$ cat config.mk
export PLATFORM = sky130hd
export DESIGN_NAME = exc_ctrl
export DESIGN_NICKNAME = d
export VERILOG_FILES = /design/src/rtl/exc_pkg.sv /design/src/rtl/exc_prio_enc.sv /design/src/rtl/exc_ctrl.sv
export SDC_FILE = /design/constraint.sdc
export NUM_CORES = 1
export LEC_CHECK = 0
export ABC_CLOCK_PERIOD_IN_PS = 2000
export CORE_MARGIN = 8
export CORE_UTILIZATION = 37
export DETAILED_ROUTE_END_ITERATION = 10
export PLACE_DENSITY = 0.77
export SYNTH_ARGS = -nofsm -noshare
export SYNTH_HDL_FRONTEND = slang
export SYNTH_SLANG_ARGS = --single-unit
$ cat constraint.sdc
create_clock -name clk -period 2 [get_ports clk]
set_clock_uncertainty 0.2 [all_clocks]
set_input_delay 0.4 -clock clk [delete_from_list [all_inputs] [get_ports clk]]
set_output_delay 0.4 -clock clk [all_outputs]
set_load 0.03 [all_outputs]
$ cat src/rtl/exc_pkg.sv
// Shared encodings for the commit-end exception controller: MIPS ExcCode
// values, c_exc flag positions and the controller FSM states.
package exc_pkg;

    localparam logic [4:0] EXC_INT  = 5'd0,
                           EXC_MOD  = 5'd1,
                           EXC_TLBL = 5'd2,
                           EXC_TLBS = 5'd3,
                           EXC_ADEL = 5'd4,
                           EXC_ADES = 5'd5,
                           EXC_SYS  = 5'd8,
                           EXC_BP   = 5'd9,
                           EXC_RI   = 5'd10,
                           EXC_OV   = 5'd12;

    localparam int EXC_W = 11;

    // Flag positions inside c_exc; lower index means higher priority.
    localparam int B_IF_ADEL  = 0,
                   B_IF_TLBL  = 1,
                   B_RI       = 2,
                   B_OV       = 3,
                   B_SYS      = 4,
                   B_BP       = 5,
                   B_MEM_ADEL = 6,
                   B_MEM_ADES = 7,
                   B_MEM_TLBL = 8,
                   B_MEM_TLBS = 9,
                   B_MEM_MOD  = 10;

    typedef enum logic [1:0] {
        ST_IDLE  = 2'd0,
        ST_FLUSH = 2'd1,
        ST_REDIR = 2'd2
    } state_t;

    // Which address feeds BadVAddr/EntryHi for the winning cause.
    typedef enum logic {
        SRC_PC   = 1'b0,
        SRC_DATA = 1'b1
    } addr_src_t;

endpackage

$ cat src/rtl/exc_prio_enc.sv
// Picks the single winning exception cause by MIPS priority and reports its
// ExcCode plus which CP0 address registers it updates and from where.
module exc_prio_enc
    import exc_pkg::*;
(
    input  logic             i_int,
    input  logic [EXC_W-1:0] i_exc,
    output logic             o_hit,
    output logic [4:0]       o_exccode,
    output logic             o_badvaddr_ena,
    output logic             o_entryhi_ena,
    output addr_src_t        o_addr_src,
    output logic             o_tlb_miss
);

    always_comb begin
        // NOTE: every output gets a default before the priority chain so no
        // path through the if/else leaves a value held, which would infer a latch.
        o_hit          = 1'b1;
        o_exccode      = EXC_INT;
        o_badvaddr_ena = 1'b0;
        o_entryhi_ena  = 1'b0;
        o_addr_src     = SRC_PC;
        o_tlb_miss     = 1'b0;

        if (i_int) begin
            o_exccode = EXC_INT;
        end else if (i_exc[B_IF_ADEL]) begin
            o_exccode      = EXC_ADEL;
            o_badvaddr_ena = 1'b1;
        end else if (i_exc[B_IF_TLBL]) begin
            o_exccode      = EXC_TLBL;
            o_badvaddr_ena = 1'b1;
            o_entryhi_ena  = 1'b1;
            o_tlb_miss     = 1'b1;
        end else if (i_exc[B_RI]) begin
            o_exccode = EXC_RI;
        end else if (i_exc[B_OV]) begin
            o_exccode = EXC_OV;
        end else if (i_exc[B_SYS]) begin
            o_exccode = EXC_SYS;
        end else if (i_exc[B_BP]) begin
            o_exccode = EXC_BP;
        end else if (i_exc[B_MEM_ADEL]) begin
            o_exccode      = EXC_ADEL;
            o_badvaddr_ena = 1'b1;
            o_addr_src     = SRC_DATA;
        end else if (i_exc[B_MEM_ADES]) begin
            o_exccode      = EXC_ADES;
            o_badvaddr_ena = 1'b1;
            o_addr_src     = SRC_DATA;
        end else if (i_exc[B_MEM_TLBL]) begin
            o_exccode      = EXC_TLBL;
            o_badvaddr_ena = 1'b1;
            o_entryhi_ena  = 1'b1;
            o_addr_src     = SRC_DATA;
            o_tlb_miss     = 1'b1;
        end else if (i_exc[B_MEM_TLBS]) begin
            o_exccode      = EXC_TLBS;
            o_badvaddr_ena = 1'b1;
            o_entryhi_ena  = 1'b1;
            o_addr_src     = SRC_DATA;
            o_tlb_miss     = 1'b1;
        end else if (i_exc[B_MEM_MOD]) begin
            o_exccode      = EXC_MOD;
            o_badvaddr_ena = 1'b1;
            o_entryhi_ena  = 1'b1;
            o_addr_src     = SRC_DATA;
        end else begin
            o_hit = 1'b0;
        end
    end

endmodule

$ cat src/rtl/exc_ctrl.sv
// Precise-exception controller: registers the CP0 update for the winning
// cause (or ERET), flushes the pipeline, then redirects fetch.
module exc_ctrl
    import exc_pkg::*;
#(
    parameter int          FLUSH_CYCLES  = 2,
    parameter logic [31:0] GEN_VECTOR    = 32'hBFC00380,
    parameter logic [31:0] REFILL_VECTOR = 32'hBFC00200
) (
    input  logic             clk,
    input  logic             rst,
    input  logic             c_valid,
    output logic             c_ready,
    input  logic [31:0]      c_pc,
    input  logic             c_bd,
    input  logic [EXC_W-1:0] c_exc,
    input  logic             c_tlb_refill,
    input  logic [31:0]      c_data_vaddr,
    input  logic             c_eret,
    input  logic             cp0_has_int,
    input  logic             cp0_status_exl,
    input  logic             cp0_cause_bd,
    input  logic [31:0]      cp0_epc,
    output logic             w_cp0_update_ena,
    output logic [4:0]       w_cp0_exccode,
    output logic             w_cp0_bd,
    output logic             w_cp0_exl,
    output logic [31:0]      w_cp0_epc,
    output logic             w_cp0_badvaddr_ena,
    output logic [31:0]      w_cp0_badvaddr,
    output logic             w_cp0_entryhi_ena,
    output logic [31:0]      w_cp0_entryhi,
    output logic             cp0_cls_exl,
    output logic             flush,
    output logic             redir_valid,
    output logic [31:0]      redir_pc,
    input  logic             redir_ready
);

    localparam int CNT_W = (FLUSH_CYCLES > 1) ? $clog2(FLUSH_CYCLES) : 1;

    state_t          r_state, w_next;
    logic [CNT_W-1:0] r_cnt;

    logic        r_update_ena, r_cls_exl, r_bd, r_badvaddr_ena, r_entryhi_ena;
    logic [4:0]  r_exccode;
    logic [31:0] r_epc, r_addr, r_redir_pc;

    logic        w_hit, w_bva_ena, w_ehi_ena, w_tlb_miss;
    logic [4:0]  w_exccode;
    addr_src_t   w_src;

    exc_prio_enc u_prio (
        .i_int          (cp0_has_int),
        .i_exc          (c_exc),
        .o_hit          (w_hit),
        .o_exccode      (w_exccode),
        .o_badvaddr_ena (w_bva_ena),
        .o_entryhi_ena  (w_ehi_ena),
        .o_addr_src     (w_src),
        .o_tlb_miss     (w_tlb_miss)
    );

    logic        w_take;
    logic [31:0] w_addr, w_epc, w_target;
    logic        w_bd, w_refill;

    assign w_take   = c_valid && (r_state == ST_IDLE) && (w_hit || c_eret);
    assign w_addr   = (w_src == SRC_DATA) ? c_data_vaddr : c_pc;
    // A nested exception (EXL already set) must not disturb EPC/BD.
    assign w_epc    = cp0_status_exl ? cp0_epc : (c_bd ? c_pc - 32'd4 : c_pc);
    assign w_bd     = cp0_status_exl ? cp0_cause_bd : c_bd;
    assign w_refill = w_tlb_miss && c_tlb_refill && !cp0_status_exl;
    assign w_target = w_hit ? (w_refill ? REFILL_VECTOR : GEN_VECTOR) : cp0_epc;

    always_ff @(posedge clk) begin
        // NOTE: sequential state uses non-blocking assignments so every
        // register samples pre-edge values regardless of statement order.
        if (rst) r_state <= ST_IDLE;
        else     r_state <= w_next;
    end

    always_comb begin
        w_next = r_state;
        case (r_state)
            ST_IDLE:  if (w_take)          w_next = ST_FLUSH;
            ST_FLUSH: if (r_cnt == '0)     w_next = ST_REDIR;
            ST_REDIR: if (redir_ready)     w_next = ST_IDLE;
            default:                       w_next = ST_IDLE;
        endcase
    end

    always_ff @(posedge clk) begin
        if (rst) begin
            r_cnt          <= '0;
            r_update_ena   <= 1'b0;
            r_cls_exl      <= 1'b0;
            r_exccode      <= '0;
            r_bd           <= 1'b0;
            r_epc          <= '0;
            r_badvaddr_ena <= 1'b0;
            r_entryhi_ena  <= 1'b0;
            r_addr         <= '0;
            r_redir_pc     <= '0;
        end else begin
            r_update_ena <= w_take && w_hit;
            r_cls_exl    <= w_take && !w_hit;
            if (w_take) begin
                r_cnt          <= CNT_W'(FLUSH_CYCLES - 1);
                r_exccode      <= w_exccode;
                r_bd           <= w_bd;
                r_epc          <= w_epc;
                r_badvaddr_ena <= w_hit && w_bva_ena;
                r_entryhi_ena  <= w_hit && w_ehi_ena;
                r_addr         <= w_addr;
                r_redir_pc     <= w_target;
            end else begin
                r_badvaddr_ena <= 1'b0;
                r_entryhi_ena  <= 1'b0;
                if (r_state == ST_FLUSH) r_cnt <= r_cnt - 1'b1;
            end
        end
    end

    assign c_ready            = (r_state == ST_IDLE);
    assign flush              = (r_state == ST_FLUSH);
    assign redir_valid        = (r_state == ST_REDIR);
    assign redir_pc           = r_redir_pc;
    assign w_cp0_update_ena   = r_update_ena;
    assign w_cp0_exccode      = r_exccode;
    assign w_cp0_bd           = r_bd;
    assign w_cp0_exl          = r_update_ena;
    assign w_cp0_epc          = r_epc;
    assign w_cp0_badvaddr_ena = r_badvaddr_ena;
    assign w_cp0_badvaddr     = r_addr;
    assign w_cp0_entryhi_ena  = r_entryhi_ena;
    assign w_cp0_entryhi      = r_addr;
    assign cp0_cls_exl        = r_cls_exl;

endmodule

# Word-level counts from Yosys, hierarchy flattened

Index checks and enable logic that the tools add are counted.

Word-level logic and storage cells: 100
Register bits: 109

Reductions and logical operators: 15
Add/sub/neg operators: 2
Multiplexer cells: 66
Bitwise operators: 1
Equal/unequal tests: 5

Operators by type and width:

| operator                                           | count |
|---|---|
| 2-to-1 mux 32 bit                                  | 4 |
| 2-to-1 mux 5 bit                                   | 11 |
| 2-to-1 mux 1 bit                                   | 46 |
| subtractor 32 x 3 -> 32 bit, second input constant | 1 |
| 2-to-1 mux 9 bit                                   | 1 |
| logical AND 1 bit                                  | 8 |
| 2-to-1 mux 2 bit                                   | 3 |
| case mux 2 bit (3 select lines)                    | 1 |
| != test 2 x 1 -> 1 bit, second input constant      | 2 |
| AND reduction 3 bit                                | 1 |
| == test 2 x 1 -> 1 bit, second input constant      | 1 |
| == test 2 bit, second input constant               | 1 |
| logical NOT 1 bit                                  | 2 |
| logical NOT 2 bit                                  | 1 |
| != test 2 bit, second input constant               | 1 |
| nonzero test 2 bit                                 | 1 |
| OR reduction 2 bit                                 | 1 |
| logical OR 1 bit                                   | 1 |
| inverter 1 bit                                     | 1 |
| subtractor 1 bit, second input constant            | 1 |

# Logic depth before layout (Yosys ltp)

Word-level depth: 16
Gate-level depth with buffers: 8

# Cells and area by module

From an unflattened synthesis, not the netlist that was laid out.

Cells, all modules: 612
Area total of the unflattened synthesis: 5341.4 um2

By module, submodules not included:

| module       | area an instance (um2) | seq. area each (um2) | times used | cells an instance |
|---|---|---|---|---|
| exc_ctrl     | 5143.7                 | 2182.1               | 1          | 581 |
| exc_prio_enc | 197.7                  | 0.0                  | 1          | 31 |

# Worst setup path after synthesis

Ideal clock, no wire load.

Path kind: reg2reg
From: reg r_state[1]
To: reg r_addr[12] (netlist: w_cp0_badvaddr[12])
Path buffers: 3
Stages on the path, launching flop included: 9
Required time: 1.714 ns
Setup slack: -0.342 ns
Arrival time: 2.057 ns
Path through: dfxtp_1 -> nor2_1 -> and2_1 -> buf_2 -> and2_1 -> clkbuf_1 -> clkbuf_1 -> nor2_1 -> a211oi_1

Cells in the longest elaborated chain, start to end: 3

RTL lines:

| element                         | RTL line        | text |
|---|---|---|
| start, declared                 | exc_ctrl.sv:42  | `state_t r_state, w_next;` |
| start signal, assigned          | exc_ctrl.sv:80  | `else r_state <= w_next;` |
| logical NOT 2 bit               | n/a             |  |
| net c_ready                     | exc_ctrl.sv:13  | `output logic c_ready,` |
| logical AND 1 bit (2 in series) | exc_ctrl.sv:68  | `assign w_take = c_valid && (r_state == ST_IDLE) && (w_hit \|\| c_eret);` |
| end signal, assigned            | exc_ctrl.sv:115 | `r_addr <= w_addr;` |
| end, declared                   | exc_ctrl.sv:47  | `logic [31:0] r_epc, r_addr, r_redir_pc;` |

The timed path passes the listed nets, and every way through them passes these cells.
A chain may end at the register's enable or synchronous reset.

# Worst setup path in the final report

From: in c_pc[2]
To: reg r_epc[31] (netlist: w_cp0_epc[31])

Cells in the longest elaborated chain, start to end: 3

RTL lines:

| element                         | RTL line        | text |
|---|---|---|
| start, declared                 | exc_ctrl.sv:14  | `input logic [31:0] c_pc,` |
| subtractor 32 x 3 -> 32 bit     | exc_ctrl.sv:71  | `assign w_epc = cp0_status_exl ? cp0_epc : (c_bd ? c_pc - 32'd4 : c_pc);` |
| 2-to-1 mux 32 bit (2 in series) | exc_ctrl.sv:71  |  |
| end signal, assigned            | exc_ctrl.sv:112 | `r_epc <= w_epc;` |
| end, declared                   | exc_ctrl.sv:47  |  |

Every way passes these cells.

==> flow_metrics.py <==
metrics = {
    "job": {
        "cap_violations": 0,
    },
    "cts": {
        "cts_max_level": 3,
        "cts_tree": "yes",
        "clkLatencyLatePin_ns": 0.36,
        "cts_root_buffer": "clkbuf_16",
        "cts_buffer_depth": 2,
        "cts_buffers": 9,
        "cts_sinks": 108,
        "clk_pin_slew_ns": 0.08,
    },
    "timing": {
        "final-max-slew-violation-count": 0,
        "fmax_mhz": 488.0,
        "layout_setup_ws_ns": -0.04906,
        "fin_crit_ns": 2.049,
        "tns_ns": -0.1806,
        "final-setup-viol-count": 6,
        "fin_crit_sh_pct": 102.5,
        "rsz0062_at_grt": "true",
        "final_hold_viol_count": 0,
    },
    "synthesis": {
        "yosysSeqAreaShare_pct": 40.37,
        "syn_inst": 594,
        "post_synth.cell_area_avg_um2": 9.015,
        "ys.flop_type": "dfxtp_1",
        "ys_seq_elements": 108,
        "synth_warnings": 0,
        "yosysUniqueCellTypes": 57,
        "async_flop_share_pct": 0,
        "syn_area_um2": 5355,
        "synth_edf_count": 0,
        "synth_nets": 712,
    },
    "floorplanning": {
        "core_region_area_um2": 14310,
        "die_area_um2": 18580,
        "start_util_pct": 37.41,
        "chipWidth_um": 136.3,
        "num_io_pins": 259,
        "dieHeight_um": 136.3,
        "rows": 44,
    },
    "status": {
        "failed_checks": "negative setup slack",
        "outcome": "finished with violations",
    },
    "global_route": {
        "antenna_found_initial": 2,
        "grt_first_pass_wirelength_mm": 32.98,
        "first_global_vias": 5913,
        "grt_max_degree": 81,
        "grt_usage_pct": 23.01,
        "grt_remaining_overflow": 0,
    },
    "worst_setup_path": {
        "r2r-end": "w_cp0_badvaddr[21]$_SDFFE_PP0P_",
        "crit_required_ns": 2.04,
        "arrival_ns": 2.09,
        "cp_max_fo": 7,
        "critPathKind": "in -> reg",
        "reg2reg_from": "r_state[1]$_SDFFE_PP0P_",
        "crit_buf_inv": 1,
        "startpoint": "c_pc[2]",
        "crit_path_end_kind": "register",
        "critPathLaunchType": "primary input",
        "rr_worst_depth": 6,
        "path_cells": "buf_8 > or4b_4 > or3_4 > nor4b_4 > xnor2_1 > o22ai_1",
        "cpMaxStageDelayCell": "or4b_4",
        "crit_cells": 6,
        "cpPeakStageDelay_ns": 0.54,
        "reg2reg_slack_ns": 0.14,
        "cp_top_family": "simple AND/OR/NAND/NOR gates",
        "crit_path_end": "w_cp0_epc[31]$_SDFFE_PP0P_",
    },
    "route": {
        "vias": 5798,
        "remaining_drc_errors": 0,
        "viasPerCell": 5.266,
        "firstDrtPassIters": 4,
        "ant_nets": 0,
        "wire_per_inst_um": 20.75,
        "wirelength_mm": 22.85,
        "drt-initial-drc-count": 338,
    },
    "cells_and_area": {
        "fillers": 1176,
        "ff_latch_area_um2": 2162,
        "drive_gt1_share_pct": 23.66,
        "fin_nets": 1030,
        "synthToLayoutAreaGrowth_pct": 79.56,
        "diodes": 0,
        "final_common_cell": "dfxtp_1",
        "final_cell_mix": "108 x dfxtp_1, 107 x dlygate4sd2_1, 93 x buf_4",
        "multi_input_area_um2": 3055,
    },
    "placed_design": {
        "io_buffers": 257,
        "dp.final_hpwl_mm": 15.82,
        "gp_congestion": 0.8666,
    },
    "pwr": {
        "p_leak_nw": 4.934,
        "powerDensity_nw_per_um2": 641.5,
        "peakVddDrop_uv": 645.0,
        "power.total_mw": 6.169,
    },
    "min_path": {
        "min-delay-start": "w_cp0_epc[11]$_SDFFE_PP0P_",
        "hold_path_class": "reg -> reg",
    },
}
-- state kept, by name, summed over array words and instances (netlist names) --
register and count:
redir_pc 32, w_cp0_badvaddr 32, w_cp0_epc 32, w_cp0_exccode 4
r_state 2, cp0_cls_exl 1, r_cnt 1, w_cp0_badvaddr_ena 1
w_cp0_bd 1, w_cp0_entryhi_ena 1, w_cp0_exl 1
-- where the power goes --
part           switching (mW)  internal [mW]  total, mW
Sequential             0.0949           2.30       2.40
Combinational            1.06          0.821       1.88
Clock                   0.899          0.990       1.89
Total                    2.05           4.11       6.17
-- area by class of cell --
type                       count  area share, %
inverter                       6         0.2342
multi-input combinational    403          31.78
clock inverter                 7         0.8588
sequential                   108          22.49
tap                          184          2.394
clock buffer                   9          2.342
timing repair buffer         384          39.91
-- what timing repair did --
action / in CTS / in global routing
hold buffers: 0 / 0
pin swaps: 36 / 34
gates cloned: 10 / 4
buffers inserted: 13 / 8
endpoints found under the setup margin: 178 / 107
gates resized for setup: 194 / 88
-- worst reg2reg max path: cells and delay by family (launching register included) --
family | cells | cell delay, ns
compound gates | 1 | 0.20
simple gates | 4 | 0.72
buf+inv | 1 | 0.32
flops | 1 | 0.34
-- routing by layer --
layer	wire length [um]	global-route usage (%)	up-vias
li1	-	-	2792
met2	11540	40.60	229
met5	18	0	-
met3	2022	7.982	24
met4	378	7.077	4
met1	8890	25.40	2749
-- cell usage after synthesis, drive strengths merged (6+ instances only) --
cell    count  area (um2)
inv         6       22.52
a211oi     40       300.3
buf        52       370.4
nand2b      8       50.05
mux2i      35       350.3
a31oi       8       50.05
nor2       63       236.5
o211ai      9       77.57
nand2      29       108.9
nand3b     10       75.07
a21oi      20       100.1
o21ai      19       95.09
a21boi      7       52.55
nor4       16       148.9
nor3       36       205.2
o22ai       8       56.30
clkbuf     27       101.4
a22o       22       192.7
xnor2      20       175.2
dfxtp     108        2162
-- per-stage QoR --
stage,cell area [um2],setup slack (ns),hold slack [ns],utilization (%),instances
6_report,9615,-0.04906,0.2522,67.18,1101
5_1_grt,9615,-0.08425,0.2645,67.18,1101
4_1_cts,9191,-0.05696,0.2230,64.21,1089
3_5_place_dp,8541,-0.7636,0.2423,59.67,1050
3_3_place_gp,8541,-0.7162,0.2384,59.67,1050
2_1_floorplan,5394,-0.1843,0.2447,-,594
-- worst min path at each step --
stage,endpoint,slack (ns),depth (start not counted)
after floorplan,r_state[0]$_SDFFE_PP0P_,0.24,2
after CTS,w_cp0_badvaddr[3]$_SDFFE_PP0P_,0.22,5
after global routing,w_cp0_epc[2]$_SDFFE_PP0P_,0.26,2
final,w_cp0_epc[11]$_SDFFE_PP0P_,0.25,2
after global placement,w_cp0_epc[5]$_SDFFE_PP0P_,0.24,2
after detailed placement,w_cp0_epc[5]$_SDFFE_PP0P_,0.24,2
-- kinds of logic (layout without fill, tap and decap cells) --
| group | after synthesis | in the layout | share of synthesized area [%] |
|---|---|---|---|
| compound gates | 147 | 147 | 19.91 |
| xor+xnor | 24 | 24 | 3.925 |
| fa+ha+maj | 1 | 1 | 0.2336 |
| buf+inv | 85 | 406 | 9.229 |
| flops | 108 | 108 | 40.37 |
| mux | 35 | 35 | 6.542 |
| other cells | 1 | 1 | 0.07003 |
| simple gates | 193 | 195 | 19.72 |
No activity file was read; power rests on OpenSTA's default activity.
